`src/rtl/fft_bfly_pipe.sv`:
```
// Pipelined radix-2 DIT butterfly: c = a + b*W^k, d = a - b*W^k, with optional 1/2 scaling,
// rounding, saturation, a sticky overflow flag and valid/ready backpressure.
module fft_bfly_pipe #(
    parameter  int DATA_W = 16,
    parameter  int COEF_W = 16,
    parameter  int N_FFT  = 8,
    localparam int IDX_W  = $clog2(N_FFT / 2)
) (
    input  logic                     clk,
    input  logic                     rst,
    input  logic                     in_en,
    output logic                     in_ready,
    input  logic        [IDX_W-1:0]  tw_idx,
    input  logic                     scale,
    input  logic signed [DATA_W-1:0] a_re,
    input  logic signed [DATA_W-1:0] a_im,
    input  logic signed [DATA_W-1:0] b_re,
    input  logic signed [DATA_W-1:0] b_im,
    input  logic                     out_ready,
    output logic                     out_en,
    output logic signed [DATA_W-1:0] c_re,
    output logic signed [DATA_W-1:0] c_im,
    output logic signed [DATA_W-1:0] d_re,
    output logic signed [DATA_W-1:0] d_im,
    output logic                     ovf,
    input  logic                     ovf_clr
);

    localparam int FRAC = COEF_W - 2;
    localparam int PW   = DATA_W + COEF_W + 1;
    localparam int SW   = DATA_W + 2;

    localparam logic signed [PW-1:0] RND     = PW'(longint'(1) << (FRAC - 1));
    localparam logic signed [SW:0]   ONE     = (SW + 1)'(1);
    localparam logic signed [SW:0]   SAT_MAX = (SW + 1)'((longint'(1) << (DATA_W - 1)) - 1);
    localparam logic signed [SW:0]   SAT_MIN = (SW + 1)'(-(longint'(1) << (DATA_W - 1)));

    // Elaboration-time twiddle: Taylor series of cos/sin, rounded to nearest in Q2.FRAC.
    function automatic logic signed [COEF_W-1:0] tw_coef(input int k, input logic want_sin);
        real x, term, acc_c, acc_s, val;
        int  r;
        x     = 2.0 * 3.14159265358979323846 * real'(k) / real'(N_FFT);
        term  = 1.0;
        acc_c = 0.0;
        acc_s = 0.0;
        for (int n = 0; n < 40; n++) begin
            case (n % 4)
                0:       acc_c = acc_c + term;
                1:       acc_s = acc_s + term;
                2:       acc_c = acc_c - term;
                default: acc_s = acc_s - term;
            endcase
            term = term * x / real'(n + 1);
        end
        val = (want_sin ? acc_s : acc_c) * real'(longint'(1) << FRAC);
        r   = (val >= 0.0) ? $rtoi(val + 0.5) : -$rtoi(0.5 - val);
        return COEF_W'(r);
    endfunction

    // Optional (x+1)>>>1, then clamp; MSB of the result flags saturation.
    function automatic logic [DATA_W:0] scale_sat(input logic signed [SW-1:0] x, input logic sc);
        logic signed [SW:0] y;
        y = (SW + 1)'(x);
        if (sc) begin
            y = (y + ONE) >>> 1;
        end
        if (y > SAT_MAX) begin
            return {1'b1, DATA_W'(SAT_MAX)};
        end else if (y < SAT_MIN) begin
            return {1'b1, DATA_W'(SAT_MIN)};
        end
        return {1'b0, DATA_W'(y)};
    endfunction

    logic signed [COEF_W-1:0] rom_cos [N_FFT/2];
    logic signed [COEF_W-1:0] rom_sin [N_FFT/2];

    for (genvar k = 0; k < N_FFT / 2; k++) begin : g_rom
        assign rom_cos[k] = tw_coef(k, 1'b0);
        assign rom_sin[k] = tw_coef(k, 1'b1);
    end

    logic                     v1_q, v1_d, v2_q, v2_d, v3_q, v3_d;
    logic                     sc1_q, sc1_d, sc2_q, sc2_d;
    logic signed [DATA_W-1:0] a_re1_q, a_re1_d, a_im1_q, a_im1_d;
    logic signed [DATA_W-1:0] b_re1_q, b_re1_d, b_im1_q, b_im1_d;
    logic signed [COEF_W-1:0] cos1_q, cos1_d, sin1_q, sin1_d;
    logic signed [DATA_W-1:0] a_re2_q, a_re2_d, a_im2_q, a_im2_d;
    logic signed [PW-1:0]     pr2_q, pr2_d, pi2_q, pi2_d;
    logic signed [DATA_W-1:0] c_re_q, c_re_d, c_im_q, c_im_d;
    logic signed [DATA_W-1:0] d_re_q, d_re_d, d_im_q, d_im_d;
    logic                     ovf_q, ovf_d;

    logic                     stall;
    logic signed [SW-1:0]     p_re, p_im;
    logic        [DATA_W:0]   r_c_re, r_c_im, r_d_re, r_d_im;
    logic                     sat_any;

    assign stall    = v3_q && !out_ready;
    assign in_ready = !stall;
    assign out_en   = v3_q;
    assign c_re     = c_re_q;
    assign c_im     = c_im_q;
    assign d_re     = d_re_q;
    assign d_im     = d_im_q;
    assign ovf      = ovf_q;

    always_comb begin
        p_re    = SW'((pr2_q + RND) >>> FRAC);
        p_im    = SW'((pi2_q + RND) >>> FRAC);
        r_c_re  = scale_sat(SW'(a_re2_q) + p_re, sc2_q);
        r_c_im  = scale_sat(SW'(a_im2_q) + p_im, sc2_q);
        r_d_re  = scale_sat(SW'(a_re2_q) - p_re, sc2_q);
        r_d_im  = scale_sat(SW'(a_im2_q) - p_im, sc2_q);
        sat_any = r_c_re[DATA_W] | r_c_im[DATA_W] | r_d_re[DATA_W] | r_d_im[DATA_W];
    end

    // Every stage advances together unless the output is stalled; bubbles move with the beats.
    always_comb begin
        v1_d    = v1_q;
        sc1_d   = sc1_q;
        a_re1_d = a_re1_q;
        a_im1_d = a_im1_q;
        b_re1_d = b_re1_q;
        b_im1_d = b_im1_q;
        cos1_d  = cos1_q;
        sin1_d  = sin1_q;
        v2_d    = v2_q;
        sc2_d   = sc2_q;
        a_re2_d = a_re2_q;
        a_im2_d = a_im2_q;
        pr2_d   = pr2_q;
        pi2_d   = pi2_q;
        v3_d    = v3_q;
        c_re_d  = c_re_q;
        c_im_d  = c_im_q;
        d_re_d  = d_re_q;
        d_im_d  = d_im_q;
        ovf_d   = ovf_clr ? 1'b0 : ovf_q;
        if (!stall) begin
            v1_d = in_en;
            if (in_en) begin
                sc1_d   = scale;
                a_re1_d = a_re;
                a_im1_d = a_im;
                b_re1_d = b_re;
                b_im1_d = b_im;
                cos1_d  = rom_cos[tw_idx];
                sin1_d  = rom_sin[tw_idx];
            end
            v2_d = v1_q;
            if (v1_q) begin
                sc2_d   = sc1_q;
                a_re2_d = a_re1_q;
                a_im2_d = a_im1_q;
                pr2_d   = PW'(b_re1_q) * PW'(cos1_q) + PW'(b_im1_q) * PW'(sin1_q);
                pi2_d   = PW'(b_im1_q) * PW'(cos1_q) - PW'(b_re1_q) * PW'(sin1_q);
            end
            v3_d = v2_q;
            if (v2_q) begin
                c_re_d = r_c_re[DATA_W-1:0];
                c_im_d = r_c_im[DATA_W-1:0];
                d_re_d = r_d_re[DATA_W-1:0];
                d_im_d = r_d_im[DATA_W-1:0];
                if (sat_any) begin
                    ovf_d = 1'b1;
                end
            end
        end
    end

    always_ff @(posedge clk or posedge rst) begin
        if (rst) begin
            v1_q    <= 1'b0;
            sc1_q   <= 1'b0;
            a_re1_q <= '0;
            a_im1_q <= '0;
            b_re1_q <= '0;
            b_im1_q <= '0;
            cos1_q  <= '0;
            sin1_q  <= '0;
            v2_q    <= 1'b0;
            sc2_q   <= 1'b0;
            a_re2_q <= '0;
            a_im2_q <= '0;
            pr2_q   <= '0;
            pi2_q   <= '0;
            v3_q    <= 1'b0;
            c_re_q  <= '0;
            c_im_q  <= '0;
            d_re_q  <= '0;
            d_im_q  <= '0;
            ovf_q   <= 1'b0;
        end else begin
            v1_q    <= v1_d;
            sc1_q   <= sc1_d;
            a_re1_q <= a_re1_d;
            a_im1_q <= a_im1_d;
            b_re1_q <= b_re1_d;
            b_im1_q <= b_im1_d;
            cos1_q  <= cos1_d;
            sin1_q  <= sin1_d;
            v2_q    <= v2_d;
            sc2_q   <= sc2_d;
            a_re2_q <= a_re2_d;
            a_im2_q <= a_im2_d;
            pr2_q   <= pr2_d;
            pi2_q   <= pi2_d;
            v3_q    <= v3_d;
            c_re_q  <= c_re_d;
            c_im_q  <= c_im_d;
            d_re_q  <= d_re_d;
            d_im_q  <= d_im_d;
            ovf_q   <= ovf_d;
        end
    end

endmodule
```
`config.mk`:
```
export PLATFORM = sky130hd
export DESIGN_NAME = fft_bfly_pipe
export DESIGN_NICKNAME = d
export VERILOG_FILES = /design/src/rtl/fft_bfly_pipe.sv
export SDC_FILE = /design/constraint.sdc
export NUM_CORES = 2
export LEC_CHECK = 0
export CORE_MARGIN = 5
export CORE_UTILIZATION = 31
export CTS_CLUSTER_SIZE = 28
export DETAILED_ROUTE_END_ITERATION = 12
export GPL_ROUTABILITY_DRIVEN = 0
export SETUP_SLACK_MARGIN = 0.2
export SYNTH_ARGS = -nofsm -noshare
export SYNTH_HDL_FRONTEND = slang
export SYNTH_SLANG_ARGS = --single-unit
```
`constraint.sdc`:
```
create_clock -name clk -period 10.4 [get_ports clk]
set_clock_uncertainty 0.2 [all_clocks]
set_input_delay 2.6 -clock clk [delete_from_list [all_inputs] [get_ports clk]]
set_output_delay 2.6 -clock clk [all_outputs]
set_load 0.05 [all_outputs]
```
==> impl_metrics.sql <==
INSERT INTO impl_metrics (metric_group, metric, value, unit) VALUES
('clocking', 'post_cts_resize_count', '0', ''),
('critical_path', 'worst_setup_path_end_kind', 'flip-flop', ''),
('routing', 'drcViolationCount', '0', ''),
('sta', 'worst_pin_slew', '0.961', 'ns'),
('floorplanning', 'ioPinCount', '139', ''),
('synthesis', 'synth_edf_count', '0', ''),
('sta', 'maxSlewViolCount', '0', ''),
('synthesis', 'postSynthRegisterBits', '209', ''),
('routing', 'drtPass1Iterations', '5', ''),
('finish', 'antennaDiodeCount', '0', ''),
('critical_path', 'critical-path-max-stage-delay', '0.82', 'ns'),
('routing', 'drt-wirelength-per-cell', '17.3', 'um'),
('critical_path', 'data_required_time_at_the_worst_endpoint', '10.65', 'ns'),
('synthesis', 'synth.yosys.seq_area_share', '12.8', '%'),
('min_path', 'holdCritPathClass', 'reg -> reg', ''),
('clocking', 'worst_skew_pair.late_latency', '0.60', 'ns'),
('finish', 'drive_above_1_share', '4.98', '%'),
('finish', 'final_core_util', '34.5', '%'),
('clocking', 'clock_tree_from_tritoncts', 'built', ''),
('grt', 'globalRouteOverflowTotal', '0', ''),
('synthesis', 'compound_gate_portion_of_the_synthesized_area', '8.30', '%'),
('floorplanning', 'die_h', '374', 'um'),
('sta', 'post-route-period-util', '82.4', '%'),
('clocking', 'postCtsSetupBuffers', '0', ''),
('place', 'place.detailed.hpwl', '92.5', 'mm'),
('clocking', 'cts-buffers-inserted', '27', ''),
('floorplanning', 'design.core.area', '0.131', 'mm^2'),
('finish', 'syn_to_final_growth', '10.7', '%'),
('status', 'run_status', 'complete, no violations', ''),
('critical_path', 'timing_worst_setup_path_type', 'reg -> reg', ''),
('synthesis', 'synth-xor-area-share', '3.68', '%'),
('clocking', 'clockRootBuffer', 'clkbuf_16', ''),
('synthesis', 'synthArstFlopShare', '100', '%'),
('grt', 'gr-usage-all-layers', '15.5', '%'),
('grt', 'wire_length_of_the_first_global_routing_pass', '172', 'mm'),
('routing', 'drtIter0Drc', '1840', ''),
('synthesis', 'synth.cell_area', '0.0410', 'mm^2'),
('clocking', 'cts_h_tree_lvls', '1', ''),
('sta', 'slew-limit-headroom', '36.0', '%'),
('synthesis', 'yosys.area_share.adder', '51.1', '%'),
('sta', 'maxClockFrequency', '0.117', 'GHz'),
('routing', 'route.detailed.vias_per_inst', '4.62', ''),
('synthesis', 'synth.avg_cell_area', '9.52', 'um^2'),
('routing', 'num_vias', '28500', ''),
('critical_path', 'crit_fanout', '31', ''),
('routing', 'finalWirelength', '107', 'mm'),
('grt', 'grt_pass1_vias', '30500', ''),
('synthesis', 'synth.lib_cells_used.distinct', '85', ''),
('grt', 'grt_max_degree', '97', ''),
('finish', 'number_of_nets_in_the_finished_design', '5697', ''),
('sta', 'hold_viol', '0', ''),
('grt', 'initial_antenna_violation_count', '4', ''),
('clocking', 'number_of_clock_sinks', '209', ''),
('sta', 'final-setup-viol-count', '0', ''),
('sta', 'post-route-min-period', '8.57', 'ns'),
('clocking', 'ctsLongestPathBuffers', '3', ''),
('synthesis', 'muxShareOfSynthArea', '3.25', '%'),
('floorplanning', 'core.rowCount', '133', ''),
('critical_path', 'cp.arrival', '8.82', 'ns'),
('synthesis', 'syn-instance-count', '4304', ''),
('synthesis', 'leading_register_cell_type_out_of_synthesis', 'dfrtp_1', ''),
('synthesis', 'post_synthesis_net_count', '5602', ''),
('synthesis', 'combinational_family_with_the_most_area_after_synthesis', 'adder cells', ''),
('critical_path', 'timing.critical_path.slowest_stage_cell', 'dfrtp_2', ''),
('sta', 'final.setup.tns', '0', 'ns'),
('place', 'count_of_port_buffers_added_during_placement', '138', ''),
('floorplanning', 'dieArea', '0.140', 'mm^2'),
('floorplanning', 'floorplan.die.width', '374', 'um'),
('clocking', 'worst_setup_hold_path_clk_slew', '0.06', 'ns'),
('sta', 'rsz0062_at_grt', 'false', ''),
('floorplanning', 'initial_core_utilization', '31.2', '%'),
('routing', 'final_antenna_net_count', '0', ''),
('synthesis', 'synth-simple-area-share', '9.03', '%'),
('finish', 'final_cell_mix', '1,189 x inv_1, 745 x fa_1, 481 x ha_1', ''),
('finish', 'layout_commonest_cell', 'inv_1', ''),
('clocking', 'cts_hold_buffers', '0', ''),
('synthesis', 'synth_warnings', '0', ''),
('critical_path', 'startpoint_type', 'flip-flop', ''),
('run', 'timing.max_cap.violations', '0', ''),
('critical_path', 'critPathMostFrequentCell', 'fa_1', '');
[metal layers]
layer	part of all wire [%]	vias up	wire [um]	global-route usage, %
met4	2.3	0	2430	3.06
met1	46	14200	49400	21.8
met5	0	-	0	0
met3	7.0	109	7450	3.44
li1	-	13500	-	-
met2	44	739	47400	24.7
[layout make-up]
class,count,area (um^2)
sequential,209,5230
multi-input combinational,2802,30900
inverter,1191,4480
tap,1755,2200
fill,13500,86100
clock buffer,30,717
timing repair buffer,168,1610
clock inverter,18,253
[registers in the layout, summed over array words and instances (netlist names), 4 cells and up]
name     flops
c_im        16
d_re        16
a_re1_q     16
a_im1_q     16
c_re        16
b_im1_q     16
d_im        16
pr2_q       19
a_re2_q     16
b_re1_q     16
a_im2_q     16
pi2_q       19
cos1_q       4
[synthesized netlist by cell type (47+ instances only)]
| cell type | number | share of area (%) |
|---|---|---|
| inv_1 | 1190 | 11 |
| ha_1 | 481 | 15 |
| xnor2_1 | 126 | 2.7 |
| a21oi_1 | 124 | 1.5 |
| o21ai_0 | 148 | 1.8 |
| fa_1 | 745 | 36 |
| mux2_2 | 111 | 3.1 |
| nand3_1 | 58 | 0.71 |
| clkbuf_1 | 90 | 0.82 |
| nand2b_1 | 47 | 0.72 |
| nand2_1 | 278 | 2.5 |
| nor2_1 | 122 | 1.1 |
| and2_1 | 87 | 1.3 |
| dfrtp_1 | 209 | 13 |
[worst max-delay path, delay by kind of cell, from the launching register on]
kind                       cells  cell delay [ns]
and+or+nand+nor                4             0.85
adders and majority gates      9             4.22
xor gates and xnor gates       1             0.14
buffers and inverters          4             0.90
AOI/OAI and AO/OA              7             1.26
DFF                            1             0.82
[metrics by stage]
stage,setup slack [ns],std cells,area [um^2],hold slack (ns)
2_1_floorplan,1.89,4304,41000,0.250
3_3_place_gp,1.96,6125,44400,0.257
3_5_place_dp,1.84,6125,44400,0.269
4_1_cts,1.81,6173,45400,0.284
5_1_grt,1.19,6173,45400,0.308
6_report,1.83,6173,45400,0.278
[cells by family (layout without fill, tap and decap cells)]
logic type	after synthesis	count (layout)
fa+ha+maj	1226	1226
compound gates	531	531
mux	119	119
simple gates	754	754
xor+xnor	172	172
buf+inv	1293	1407
flops	209	209
[path summary, 6_finish.rpt]
kind / to / cells after the start / start / slack [ns]
min in group asynchronous: d_re[14] / 2 / rst / 2.29
worst min register to register: c_re[15] / 2 / c_re[15] / 0.28
worst min-delay path: c_re[15] / 2 / c_re[15] / 0.28
worst max-delay path: pi2_q[29] / 25 / cos1_q[12] / 1.83
max in group asynchronous: pi2_q[24] / 3 / rst / 6.36
worst max register to register: pi2_q[29] / 25 / cos1_q[12] / 1.83
Power is left out: the tool's default activity adds up to more than one toggle a clock period on the data nets, which glitch-free logic cannot reach.
==> edit (config.mk and constraints unchanged) <==
Set the parameter `DATA_W` to 12 (it was 16).
--- a/src/rtl/fft_bfly_pipe.sv
+++ b/src/rtl/fft_bfly_pipe.sv
@@ -1,7 +1,7 @@
 // Pipelined radix-2 DIT butterfly: c = a + b*W^k, d = a - b*W^k, with optional 1/2 scaling,
 // rounding, saturation, a sticky overflow flag and valid/ready backpressure.
 module fft_bfly_pipe #(
-    parameter  int DATA_W = 16,
+    parameter  int DATA_W = 12,
     parameter  int COEF_W = 16,
     parameter  int N_FFT  = 8,
     localparam int IDX_W  = $clog2(N_FFT / 2)
Interface: changed (8 resized); port bits go from 139 to 107. The function was not compared with the original's and may differ.
==> edit against the unedited design <==
- first-iteration DRC count is 36% lower
- synthesized cell count is 34% lower
- global-route usage is 0.39 points lower
- largest cell class unchanged
- setup slack better by 87 ps
- cell count is 34% lower
- sequential cell count is 48 lower
- critical endpoint is now pr2_q[27]
- routed wire length is 33% lower
- cell area is 32% lower
- area after synthesis is 32% lower
Power is left out: the tool's default activity adds up to more than one toggle a clock period on the data nets, which glitch-free logic cannot reach.
==> edit: results (changes against the unedited design) <==
* Num CTS Buffers at 17 (was 27)
* Count of buffers from port buffering at 106 (was 138)
* First-pass GRT wire length at 115000 µm (was 172000 µm)
* Most frequent cells after synthesis: 629 x inv_1, 492 x fa_1, 323 x ha_1 (was 1190 x inv_1, 745 x fa_1, 481 x ha_1)
* Vias in the first global route at 20400 (was 30500)
* Initial antenna violation count at 2 (was 4)
* Pin count of the biggest net entering global routing at 93 (was 97)
* Largest regs: pi2_q (15), pr2_q (15) (was pi2_q (19), pr2_q (19))
* Share of post-route cells with drive strength above 1 at 5.61% (was 4.98%)
* Clock Latency Late Sink at 510 ps (was 600 ps)
* Final net count at 3761 (was 5697)
* Status: finished, final reports clean (unchanged)
* Wirelength per Cell at 17.6 µm (was 17.3 µm)
* Critical Path Fanout Max at 25 (was 31)
* RR Endpoint: pr2_q[27] (was pi2_q[29])
* Vias per cell at 4.70 (was 4.62)
* Met2 Use GR at 23.5% (was 24.7%)
* FF-to-FF setup slack at 1920 ps (was 1830 ps)
* 1st-iter DRT viols at 1169 (was 1840)
* Post-DP HPWL at 61000 µm (was 92500 µm)
* Clock transition at the registers of the reported paths at 80 ps (was 60 ps)
* GRT Total Usage at 15.1% (was 15.5%)
* Worst path slowest cell: dfrtp_1 (was dfrtp_2)
* Synthesized net count at 3704 (was 5602)
* Met1 usage at 21.1% (was 21.8%)
* Worst-case reg-to-reg path depth at 24 (was 25)
* # H-tree levels at 4 (was 1)
* Synth unique cells at 84 (was 85)
* Worst-case clock buffer depth at 2 (was 3)
* Worst path max stage delay at 870 ps (was 820 ps)
* Sink Count at 161 (was 209)
[edit: changes by cell type after synthesis, sizes merged, moves of 28 or more]
| cell | change |
|---|---|
| fa | -253 |
| dfrtp | -48 |
| nand2 | -118 |
| nor2 | -52 |
| inv | -561 |
| xnor2 | -42 |
| ha | -158 |
| a21oi | -28 |
[edit: routing by layer]
layer	routed length, µm	share of wire, %
met3	4970	6.9
met5	18	0.025
met1	33700	47
met2	31200	44
met4	1680	2.3
[edit: through the flow]
stage / setup slack [ps] / std cells / cell area, µm² / util (%) / hold WS, ps
after floorplan: 3090 / 2833 / 28100 / - / 270
final: 1920 / 4079 / 30900 / 34.4 / 279
after global routing: 1390 / 4079 / 30900 / 34.4 / 306
after CTS: 1910 / 4079 / 30900 / 34.4 / 284
after global placement: 2180 / 4047 / 30400 / 33.8 / 254
after detailed placement: 1970 / 4047 / 30400 / 33.8 / 268
[edit: how the worst min path moves through the flow]
| stage | from | to | cells past startpoint |
|---|---|---|---|
| final | d_im[7] | d_im[7] | 2 |
| after global routing | c_im[11] | c_im[11] | 2 |
| after CTS | c_im[11] | c_im[11] | 2 |
| after detailed placement | c_im[11] | c_im[11] | 2 |
| after global placement | d_re[11] | d_re[11] | 2 |
| after floorplan | pi2_q[27] | pi2_q[27] | 2 |
[edit: logic make-up after synthesis]
group | count (synthesis) | synth area share, %
AOI/OAI and AO/OA | 395 | 8.96
xor gates and xnor gates | 131 | 4.14
adders and majority gates | 815 | 49.5
muxes | 93 | 3.73
DFF | 161 | 14.4
and+or+nand+nor | 532 | 9.77
buffers and inverters | 706 | 9.51
[edit: layout make-up]
cell class,count,area (µm²)
clock buffer,19,453
clock inverter,13,124
fill,9142,58900
inverter,629,2370
multi-input combinational,1966,21400
sequential,161,4030
tap,1176,1470
timing repair buffer,115,1130
